[src/rtl/serial_adder_ctrl.sv]
// serial_adder_ctrl: WIDTH-bit adder that time-multiplexes one external
// combinational 2-bit adder slice, two bits per clock, LSB pair first.
// Optional feature macro: SERIAL_ADDER_OVF_EN adds a registered signed
// overflow flag (ovf) computed from the operand MSBs latched at start.
//
// state | meaning
// IDLE  | waiting for start; slice inputs held at 0
// RUN   | one operand bit pair per cycle through the slice
// DONE  | one-cycle done pulse; sum/cout final
module serial_adder_ctrl #(
  parameter int WIDTH = 8
) (
  input  logic             clk,
  input  logic             rst_n,
  input  logic             start,
  input  logic [WIDTH-1:0] a,
  input  logic [WIDTH-1:0] b,
  input  logic             cin,
  output logic             busy,
  output logic             done,
  output logic [WIDTH-1:0] sum,
  output logic             cout,
  output logic             slice_a0,
  output logic             slice_b0,
  output logic             slice_a1,
  output logic             slice_b1,
  output logic             slice_c0,
  input  logic             slice_s0,
  input  logic             slice_s1,
  input  logic             slice_c2
`ifdef SERIAL_ADDER_OVF_EN
  ,
  output logic             ovf
`endif
);

  localparam int CW = $clog2(WIDTH/2) + 1;
  localparam logic [CW-1:0] LAST = CW'(WIDTH/2 - 1);

  typedef enum logic [1:0] {IDLE, RUN, DONE} state_t;

  state_t           state;
  logic [WIDTH-1:0] op_a;
  logic [WIDTH-1:0] op_b;
  logic             carry;
  logic [CW-1:0]    cnt;
  logic [WIDTH-1:0] sum_next;
`ifdef SERIAL_ADDER_OVF_EN
  logic             a_msb;
  logic             b_msb;
`endif

  // Operands shift out to zero and carry is cleared on leaving RUN, so the
  // slice drive is plain register outputs that read 0 outside RUN.
  assign slice_a0 = op_a[0];
  assign slice_a1 = op_a[1];
  assign slice_b0 = op_b[0];
  assign slice_b1 = op_b[1];
  assign slice_c0 = carry;

  // New slice bit pair enters at the MSB end; written as a shift so WIDTH=2 is legal.
  assign sum_next = WIDTH'({slice_s1, slice_s0, sum} >> 2);

  // Sequencer FSM with registered busy/done and result capture.
  always_ff @(posedge clk) begin
    if (!rst_n) begin
      state <= IDLE;
      op_a  <= '0;
      op_b  <= '0;
      carry <= 1'b0;
      cnt   <= '0;
      sum   <= '0;
      cout  <= 1'b0;
      busy  <= 1'b0;
      done  <= 1'b0;
`ifdef SERIAL_ADDER_OVF_EN
      a_msb <= 1'b0;
      b_msb <= 1'b0;
      ovf   <= 1'b0;
`endif
    end else begin
      case (state)
        IDLE: begin
          if (start) begin
            state <= RUN;
            busy  <= 1'b1;
            op_a  <= a;
            op_b  <= b;
            carry <= cin;
            cnt   <= '0;
            sum   <= '0;
            cout  <= 1'b0;
`ifdef SERIAL_ADDER_OVF_EN
            a_msb <= a[WIDTH-1];
            b_msb <= b[WIDTH-1];
            ovf   <= 1'b0;
`endif
          end
        end
        RUN: begin
          sum  <= sum_next;
          op_a <= op_a >> 2;
          op_b <= op_b >> 2;
          cnt  <= cnt + CW'(1);
          if (cnt == LAST) begin
            state <= DONE;
            done  <= 1'b1;
            cout  <= slice_c2;
            carry <= 1'b0;
`ifdef SERIAL_ADDER_OVF_EN
            // slice_s1 lands in sum[WIDTH-1] on this final capture.
            ovf   <= (a_msb == b_msb) && (slice_s1 != a_msb);
`endif
          end else begin
            carry <= slice_c2;
          end
        end
        DONE: begin
          state <= IDLE;
          done  <= 1'b0;
          busy  <= 1'b0;
        end
        default: begin
          state <= IDLE;
          busy  <= 1'b0;
          done  <= 1'b0;
        end
      endcase
    end
  end

endmodule

[config.mk]
export PLATFORM = sky130hd
export DESIGN_NAME = serial_adder_ctrl
export DESIGN_NICKNAME = d
export VERILOG_FILES = /design/src/rtl/serial_adder_ctrl.sv
export SDC_FILE = /design/constraint.sdc
export NUM_CORES = 1
export LEC_CHECK = 0
export CAP_MARGIN = 40
export CORE_AREA = 2 2 58 60
export DETAILED_ROUTE_END_ITERATION = 10
export DIE_AREA = 0 0 60 62
export HOLD_SLACK_MARGIN = 0.1
export PLACE_DENSITY = 0.74
export SLEW_MARGIN = 0
export SYNTH_ARGS = -nofsm -noshare
export SYNTH_HDL_FRONTEND = slang
export SYNTH_SLANG_ARGS = --single-unit
[constraint.sdc]
create_clock -name clk -period 3.9 [get_ports clk]
set_input_delay 1.17 -clock clk [delete_from_list [all_inputs] [get_ports clk]]
set_output_delay 1.17 -clock clk [all_outputs]
set_load 0.005 [all_outputs]
==> metrics list, run 1 <==
- Counting every instance in the synthesized netlist gives 138.
* Clock root buffer: sky130_fd_sc_hd__clkbuf_4
- The worst pin sits at a relative slew slack of 61.3%.
* Initial DRC count: 53
- The region available for standard cell placement spans 0.00318 mm².
- The number of hold-slack violations in the final timing report was 0.
* Post-CTS Setup Repair Bufs: 0
* Result of the run: complete, no violations
* Area added between synthesis and finish: 35.2%
* Fraction of layout cells with a size suffix above 1: 7.39%
- Unrepaired setup endpoints after global routing: no
- For this run the aggregate overflow at the end of global routing stands at 0.
- Maximum number of pins on one net before global-route repair: 29
- TritonCTS built the clock tree.
* Sum of routed wire length over all layers: 2.82 mm
- The repair_antennas step left the layout with diodes totalling 0.
* Count of final setup violators: 0
- Clock tree synthesis inserted a total of 5 buffers.
- Leaving out fill and tap cells, the most frequent cell in the layout is sky130_fd_sc_hd__clkdlybuf4s50_1.
- Setup total negative slack on the finished layout was measured at 0 ps.
- The die covers 0.00372 mm².
- Routability-driven placement finished with a final weighted congestion of 0.779.
- Global-route wire length before repair: 4.55 mm
- Maximum clock frequency: 392 MHz
- The floorplan has 21 rows.
- Net count, final: 200
- Of all nets on the critical path, the largest fanout is 22.
* Critical path start-end classification: input pin to flop
- Yosys printed 0 warnings.
- Averaged over all synthesized cells, the footprint is 9.71 µm².
- Overall die width: 60 µm
- Number of antenna violations at the first check in global routing: 0
- Deepest clock path buffer count: 2
* Peak supply drop: 0.193 mV
- Area used by multi-input combinational logic: 613 µm²
- The path class of the tightest hold or removal check is flop to flop.
* Data arrival time of the critical path: 2770 ps
- After detailed routing, the met2 layer carries 1.32 mm of wire.
* Highest routed layer: met4
- Total met3 wirelength after detailed routing: 121 µm
- Cell area after technology mapping: 0.00134 mm²
- Count of maximum capacitance violations: 0
- Clock-pin slew was measured on the worst setup and hold paths at 100 ps.
- Synth cell types: 25
- Post-CTS repair changed the size of 0 cells.
- Post-synth net total: 163
- The H-tree was split into 2 levels.
* Share of the cycle needed by the critical path after routing: 65.5%
- In this run the tool buffered the top-level ports with 38 buffer cells.
- The initial utilization of the core area, before any placement, comes to 42.1%.
- CTS sink cnt: 33
- The detailed router placed 1133 vias in this run.
* Hold Buf Count CTS: 0
- For the pin with the worst max-slew slack, the measured transition is 578 ps.
* Proportion of synthesized chip area in sequential cells: 49.3%
- In this run the count of I/O pins placed on the die edge is 39.
- Summed over all cells, the static leakage comes to 0.688 nW.
- After detailed routing, the number of remaining DRC violations is 0.
* Total of flip-flops plus latches after synthesis: 33
* GRT Util Overall: 16.5%
- Leading cell types in the layout, fill and taps excluded: sky130_fd_sc_hd__clkdlybuf4s50_1, sky130_fd_sc_hd__dfxtp_1, sky130_fd_sc_hd__nand2_1
- For this design the ratio of total power to cell area is 363 mW/mm².
- Source-to-sink clock delay at the later pin of the worst-skew pair: 320 ps
- Via density per instance: 5.10
- Pins over their slew limit: 0
- Before antenna repair, the detailed router went through 4 iterations.
- At the worst endpoint, the required time is 4120 ps.
- Once detail routing completed, the nets flagged for antenna violations numbered 0.
- In the final routed layout, each cell accounts on average for 12.7 µm.
- After layout, the worst setup slack is 1350 ps.
* Chip Height: 62 µm
* Endpoint class of the critical path: flop
* Count of filler cells inserted in the layout: 276
- Launching element type of the critical path: input pin
- Summed over all nets, the half-perimeter wirelength after detailed placement is 2.00 mm.
* Wire length on met1: 1.32 mm
- At the placement stage, the worst setup path has a slack of 1020 ps.
- Via count of the first global-routing pass: 1068
- Summing all flip-flop and latch instances after layout gives 661 µm².
* Worst clock skew: 6.39 ps
- The smallest clock period supported by the final layout is computed as 2550 ps.
[state kept, by name, indices dropped and copies added, names as in the netlist]
signal    count
op_a          8
cout          1
sum           8
state         2
cnt           3
done          1
busy          1
op_b          8
slice_c0      1
[critical path, cell delays in order]
cell	delay, ps
sky130_fd_sc_hd__clkdlybuf4s50_1	840
sky130_fd_sc_hd__nor2_2	180
sky130_fd_sc_hd__o21a_4	320
sky130_fd_sc_hd__a22o_1	260
[logic make-up (layout without fill, tap and decap cells)]
family	count (synthesis)	count (layout)	share of synthesized area, %
adder cells (fa/ha/maj)	2	2	1.87
AND/OR/NAND/NOR	39	39	15.1
flip-flops	33	33	49.3
buffers and inverters	12	50	4.95
AO/OA/AOI/OAI	52	52	28.8
[cells in the mapped netlist]
cell type,count,area (µm²)
sky130_fd_sc_hd__nor2_1,5,18.8
sky130_fd_sc_hd__ha_1,2,25.0
sky130_fd_sc_hd__o21a_4,1,15.0
sky130_fd_sc_hd__nand2_1,21,78.8
sky130_fd_sc_hd__a21boi_0,6,45.0
sky130_fd_sc_hd__and2_1,1,6.26
sky130_fd_sc_hd__and3_1,1,6.26
sky130_fd_sc_hd__clkbuf_1,2,7.51
sky130_fd_sc_hd__and4b_1,1,10.0
sky130_fd_sc_hd__inv_1,2,7.51
sky130_fd_sc_hd__buf_4,2,15.0
sky130_fd_sc_hd__a21oi_1,2,10.0
sky130_fd_sc_hd__nand2b_1,1,6.26
sky130_fd_sc_hd__o221a_2,1,11.3
sky130_fd_sc_hd__buf_2,5,25.0
sky130_fd_sc_hd__a22oi_1,2,15.0
sky130_fd_sc_hd__a22o_1,20,175
sky130_fd_sc_hd__o2bb2ai_1,3,26.3
sky130_fd_sc_hd__nor2b_1,4,25.0
sky130_fd_sc_hd__o21ai_0,16,80.1
sky130_fd_sc_hd__dfxtp_1,33,661
sky130_fd_sc_hd__buf_6,1,11.3
sky130_fd_sc_hd__a211oi_1,1,7.51
sky130_fd_sc_hd__nand4bb_1,4,45.0
sky130_fd_sc_hd__nor2_2,1,6.26
[final cells by class]
cell class	instances	area share (%)
inverter	2	0.414
clock buffer	7	3.59
sequential	33	36.5
multi-input combinational	93	33.8
timing repair buffer	40	22.2
clock inverter	1	0.276
tap	46	3.18
[worst paths after layout]
| check | cells past startpoint | start | slack (ps) | to |
|---|---|---|---|---|
| hold reg to reg | 2 | busy$_SDFFE_PN0P_ | 480 | busy$_SDFFE_PN0P_ |
| setup / recovery | 4 | start | 1350 | op_b[5]$_SDFFE_PN0P_ |
| setup reg to reg | 4 | state[0]$_SDFFE_PN0P_ | 2350 | op_b[5]$_SDFFE_PN0P_ |
| hold / removal | 2 | busy$_SDFFE_PN0P_ | 480 | busy$_SDFFE_PN0P_ |
[through the flow]
stage / cells / total power, mW / util [%] / hold WS, ps / area [µm²]
floorplan: 138 / 0.410 / - / 433 / 1340
global placement: 213 / 0.448 / 54.3 / 449 / 1730
detailed placement: 214 / 0.453 / 54.8 / 461 / 1740
CTS: 222 / 0.666 / 57.0 / 493 / 1810
global route: 222 / 0.690 / 57.0 / 500 / 1810
finish: 222 / 0.658 / 57.0 / 482 / 1810
[where the power goes]
group | switching (mW) | internal, mW
Clock | 0.109 | 0.104
Sequential | 0.00966 | 0.352
Combinational | 0.0341 | 0.0497
[layer usage]
layer / vias up / GRT usage (%)
met4: 0 / 6.67
met5: - / 0
met1: 518 / 21.3
met3: 7 / 4.35
li1: 575 / -
met2: 33 / 26.4
Power figures use the tool's default switching activity.
==> run 2: changes to the inputs <==
clock period = 2.35 ns   (was 3.9 ns; I/O delays follow)
==> run 2 against run 1 <==
Register-to-register slack got worse by 1500 ps. Count of clock-buffer cells in the layout decreased by 2. Sequential share of layout area decreased by 0.93 points. Cell area increased by 2.6%. Clock power increased by 150%. Die area unchanged. Sequential power increased by 66%. Via count increased by 1.9%. Non-clock buffer count increased by 3. Worst hold slack got worse by 8.4 ps. Flip-flop and latch count unchanged. Cell count increased by 1.4%. Critical endpoint is now sum[2].
==> metrics list, run 2 (synthesis results as in run 1) <==
* Share of the cycle needed by the critical path after routing: 82.9%
- STA classifies the critical path endpoint as an output pin.
- Hold Buf Count CTS: 0
- Chip Height: 62 µm
* Most common library cell in the layout ignoring fill and taps: sky130_fd_sc_hd__clkdlybuf4s50_1
- Overflow left after global routing: 0
- Leading cell types in the layout, fill and taps excluded: sky130_fd_sc_hd__clkdlybuf4s50_1, sky130_fd_sc_hd__dfxtp_1, sky130_fd_sc_hd__nand2_1
* Sum of routed wire length over all layers: 3.03 mm
- After detailed routing, the number of vias per cell comes to 5.13.
* Fraction of layout cells with a size suffix above 1: 8.94%
* Critical path cell sequence: clkdlybuf4s50_1
- In the final layout, the multi-input gates occupy 613 µm².
* CTS sink cnt: 33
- Ratio of total power to cell area: 685 mW/mm²
- Core area: 0.00318 mm²
* Highest routed layer: met4
- Total cell area at the placement stage: 0.00176 mm²
* Net count, final: 203
- The detail route stage leaves a number of antenna-violating nets equal to 0.
- In the routed design, unresolved DRC markers number 0.
* Clock root buffer: sky130_fd_sc_hd__clkbuf_4
- The number of gates resized after CTS was 0.
- Total met3 wirelength after detailed routing: 134 µm
* H-tree Lvls: 2
- Die area: 0.00372 mm²
* Result of the run: complete, no violations
* Via count of the first global-routing pass: 1125
* Path class of the lowest-slack min-delay path: flop to flop
- On the worst path, the slowest cell contributes a delay of 520 ps.
- At the worst endpoint, the required time is 1640 ps.
- Peak supply drop: 0.412 mV
* Leakage: 0.714 nW
* WL met2: 1.50 mm
* I/O Pins: 39
- At the later pin of the worst-skew pair, clock insertion delay measures 340 ps.
- Registers with the highest flip-flop counts: op_a: 8 flops, op_b: 8 flops, sum: 8 flops
- Detailed routing inserted a total of 1154 vias.
* GRT Util Overall: 18.6%
* Cell family with most CP delay: buffers and inverters
* Count of maximum capacitance violations: 0
- Floorplan row count: 21
- The setup path with the least slack is of type flop to output pin.
- The number of antenna violations at the first check in global routing is 0.
- Crit path time final: 1950 ps
* Worst clock skew: 4.42 ps
- After legalization and detailed placement, the total HPWL measured 2.12 mm.
* Maximum clock frequency: 513 MHz
- In the final routed layout, each cell accounts on average for 13.5 µm.
- Wire length on met1: 1.33 mm
- For the final routed database, the setup TNS stands at 0 ps.
- Deepest clock path buffer count: 2
* CTS Buf Count: 5
- Initial DRC count: 68
- IO Port Bufs: 38
* Unrepaired setup endpoints after global routing: no
- Launching element type of the critical path: flop
- Overall die width: 60 µm
- Maximum number of pins on one net before global-route repair: 28
- Headroom to the max-slew limit: 66.6%
- Of all nets on the critical path, the largest fanout is 3.
* Count of final setup violators: 0
* Final standard cell area without fillers: 0.00186 mm²
* Global-route wire length before repair: 4.98 mm
- Starting utilization of the core area: 42.1%
- The tightest hold path in the finished design has a slack of 473 ps.
- For the worst setup path, the data arrival time is 1240 ps.
- The number of antenna diodes in the final layout is 0.
- TritonRoute pass-1 iters: 4
- Area added between synthesis and finish: 38.7%
* Post-CTS Setup Repair Bufs: 0
* Placer's final routability congestion estimate: 0.798
- TritonCTS built the clock tree.
- For the pin with the worst max-slew slack, the measured transition is 501 ps.
- The number of hold-slack violations in the final timing report came to 0.
- Count of filler cells inserted in the layout: 281
* Pins over their slew limit: 0
- Cell type of the slowest stage on the worst timing path: sky130_fd_sc_hd__clkdlybuf4s50_1
* CTS clock-pin slew for the worst setup and hold paths: 100 ps
* Reg area: 661 µm²
- Buf/Inv on CP: 1
## run 2: metal layers
layer / track usage, % / up-vias
met5: 0 / -
met4: 9.21 / 0
met3: 7.45 / 9
met2: 29.7 / 27
met1: 21.8 / 540
li1: - / 578
## run 2: layout make-up
cell class | count | share of cell area, %
inverters | 2 | 0.404
clock inverters | 3 | 3.50
well taps | 46 | 3.10
repair buffers | 43 | 22.5
multi-input cells | 93 | 33.0
clock buffers | 5 | 2.02
flip-flops and latches | 33 | 35.5
## run 2: worst paths after layout
path	startpoint	to	slack, ps	depth (start not counted)
hold / removal	op_a[5]$_SDFFE_PN0P_	op_a[5]$_SDFFE_PN0P_	470	1
setup / recovery	sum[2]$_SDFFE_PN0P_	sum[2]	400	1
setup reg to reg	state[1]$_SDFFE_PN0P_	cnt[1]$_SDFFE_PN0P_	870	3
hold reg to reg	op_a[5]$_SDFFE_PN0P_	op_a[5]$_SDFFE_PN0P_	470	1
## run 2: power by group
| group | internal, mW | switching, mW | leakage, nW | total [mW] |
|---|---|---|---|---|
| Combinational | 0.0845 | 0.0578 | 0.389 | 0.142 |
| Sequential | 0.584 | 0.0162 | 0.270 | 0.600 |
| Clock | 0.329 | 0.201 | 0.0552 | 0.531 |
## run 2: per-stage QoR
stage          std cells  util (%)  setup slack (ps)  power (mW)
2_1_floorplan        138         -               729       0.681
3_3_place_gp         217      55.3               377       0.750
3_5_place_dp         217      55.3               311       0.755
4_1_cts              225      58.5               390        1.28
5_1_grt              225      58.5               335        1.32
6_report             225      58.5               402        1.27
==> run 3: changes to the inputs <==
CORE_AREA = 2 2 61 63   (was 2 2 58 60)
DIE_AREA = 0 0 63 65   (was 0 0 60 62)
PLACE_DENSITY = 0.71   (was 0.74)
clock period = 1.68 ns   (was 2.35 ns; I/O delays follow)
==> run 3 against run 2 <==
Sequential power grew 40%. Flip-flop and latch count is the same. Critical path depth grew 3. Sequential share of layout area is essentially flat. Die area grew 10%. Critical endpoint is now sum[0]$_SDFFE_PN0P_. Highest routed layer unchanged.
==> metrics list, run 3 (synthesis results as in run 1) <==
* Result of the run: complete, no violations
* Data required time of the worst path: 1960 ps
- Die area: 0.00410 mm²
- Most common library cell in the layout ignoring fill and taps: sky130_fd_sc_hd__clkdlybuf4s50_1
* Peak supply drop: 0.431 mV
* CTS sink cnt: 33
- Number of antenna violations at the first check in global routing: 0
- After detailed routing, the number of vias per cell comes to 5.06.
* Placer's final routability congestion estimate: 0.714
* Number of nets with antenna violations after detailed routing: 0
- Data arrival time of the critical path: 1740 ps
- In this run, CTS created clock tree buffers numbering 5.
- CP max stage delay: 480 ps
- Sum of routed wire length over all layers: 3.12 mm
- Initial DRC count: 90
- The die is 65 µm tall.
* CTS clock-pin slew for the worst setup and hold paths: 100 ps
* Deepest clock path buffer count: 2
* R2r setup slk: 240 ps
* Start point of the worst hold path: op_b[0]$_SDFFE_PN0P_
- Fraction of layout cells with a size suffix above 1: 21.2%
* Count of maximum capacitance violations: 0
- In the post-route analysis, the smallest setup slack over all paths is 223 ps.
* Setup Slack @ Placement: -98.4 ps
- The library cells used most frequently in the layout, excluding fill and tap cells, are sky130_fd_sc_hd__clkdlybuf4s50_1, sky130_fd_sc_hd__nand2_1, sky130_fd_sc_hd__a22o_1.
* TritonCTS clock tree: yes
- CTS built an H-tree with a depth of 2.
* Critical path start-end classification: input pin to flop
* Floorplan row count: 22
* Maximum clock frequency: 686 MHz
- The worst setup path is launched from an input pin.
* Ratio of total power to cell area: 768 mW/mm²
- The largest registers in the layout are op_a: 8 flops, op_b: 8 flops, sum: 8 flops.
- Critical path cell sequence: clkdlybuf4s50_1, nor2b_1, and2_1, a22o_1
- Core area: 0.00350 mm²
- Headroom to the max-slew limit came out at 67.2%.
- I/O Pins: 39
* Final cell utilization of the core: 54.7%
- Total Neg Setup Slack: 0 ps
* Worst reg2reg startpoint: state[1]$_SDFFE_PN0P_
- Before antenna repair, the detailed router went through 4 iterations.
- Transition time at the pin with the least slew margin: 491 ps
- Global routing finished with a remaining overflow of 0.
* Source-to-sink clock delay at the later pin of the worst-skew pair: 330 ps
- The first global-routing pass estimated 5.43 mm of wire.
- In this run the worst path has a maximum fanout of 10.
- Input and output buffers added on the ports amount to 38.
* Startpoint of the most critical setup path: rst_n
- Cell type of the slowest stage on the worst timing path: sky130_fd_sc_hd__clkdlybuf4s50_1
- In the global route stage, overall resource usage came out at 17.0%.
* Area added between synthesis and finish: 42.7%
- The final critical path takes up 86.7% of the cycle.
* Maximum number of pins on one net before global-route repair: 26
* Unrepaired setup endpoints after global routing: no
- The repair_antennas step left the layout with diodes totalling 0.
- Net count, final: 213
* Leakage: 0.874 nW
- In this run the horizontal extent of the chip is 63 µm.
- WL per Instance: 13.2 µm
* Clock root buffer: sky130_fd_sc_hd__clkbuf_4
- Summing all non-filler instances in the final layout gives an area of 0.00191 mm².
- Number of failing hold endpoints at the final stage: 0
* Path class of the lowest-slack min-delay path: flop to flop
* Count of final setup violators: 0
- Overall power of the completed layout: 1.47 mW
- Via count of the first global-routing pass: 1211
- For this run, design rule violations remaining after detail routing come to 0.
- Hold Buf Count CTS: 0
- Total via count after detailed routing: 1200
* Starting utilization of the core area: 38.3%
* Crit path time final: 1460 ps
* Worst clock skew: 8.43 ps
* Pins over their slew limit: 0
* Endpoint class of the critical path: flop
* Half-perimeter wire length after detailed placement: 2.17 mm
- In this run the cell area measured after placement is 0.00182 mm².
[run 3: power by group]
group	total (mW)	internal, mW	switching, mW	leakage, nW
Combinational	0.216	0.128	0.0876	0.565
Clock	0.415	0.159	0.255	0.0320
Sequential	0.838	0.818	0.0202	0.276
[run 3: per-layer routing]
metal  global-route usage [%]  share of wire [%]  up-vias
li1                         -                  -      603
met1                     19.6                 44      558
met2                     29.1                 48       34
met3                     6.60                6.8        5
met4                     5.00                1.2        0
met5                        0                  0        -
[run 3: layout make-up]
| cell class | count | area [µm²] |
|---|---|---|
| Fill cell | 345 | 1580 |
| Sequential cell | 33 | 679 |
| Multi-Input combinational cell | 93 | 613 |
| Timing Repair Buffer | 53 | 500 |
| Tap cell | 48 | 60.1 |
| Clock buffer | 6 | 41.3 |
| Clock inverter | 2 | 10.0 |
| Inverter | 2 | 7.51 |
[run 3: stage by stage]
stage | hold WS (ps) | instances
detailed placement | 458 | 225
global route | 487 | 237
finish | 471 | 237
CTS | 476 | 236
floorplan | 433 | 138
global placement | 450 | 225
[run 3: timing repair]
action	4_1_cts	5_1_grt
gates cloned	0	0
resized for setup	27	4
endpoints found under the setup margin	16	4
buffers inserted	3	1
[run 3: worst paths after layout]
check | end | cells past startpoint
worst max-delay path | sum[0]$_SDFFE_PN0P_ | 4
worst min-delay path | op_b[0]$_SDFFE_PN0P_ | 1
worst max register to register | cnt[1]$_SDFFE_PN0P_ | 3
worst min register to register | op_b[0]$_SDFFE_PN0P_ | 1
[run 3: worst max-delay path, delay by kind of cell]
kind            cells  cell delay, ps
compound gates      1             210
simple gates        2             540
buf+inv             1             480
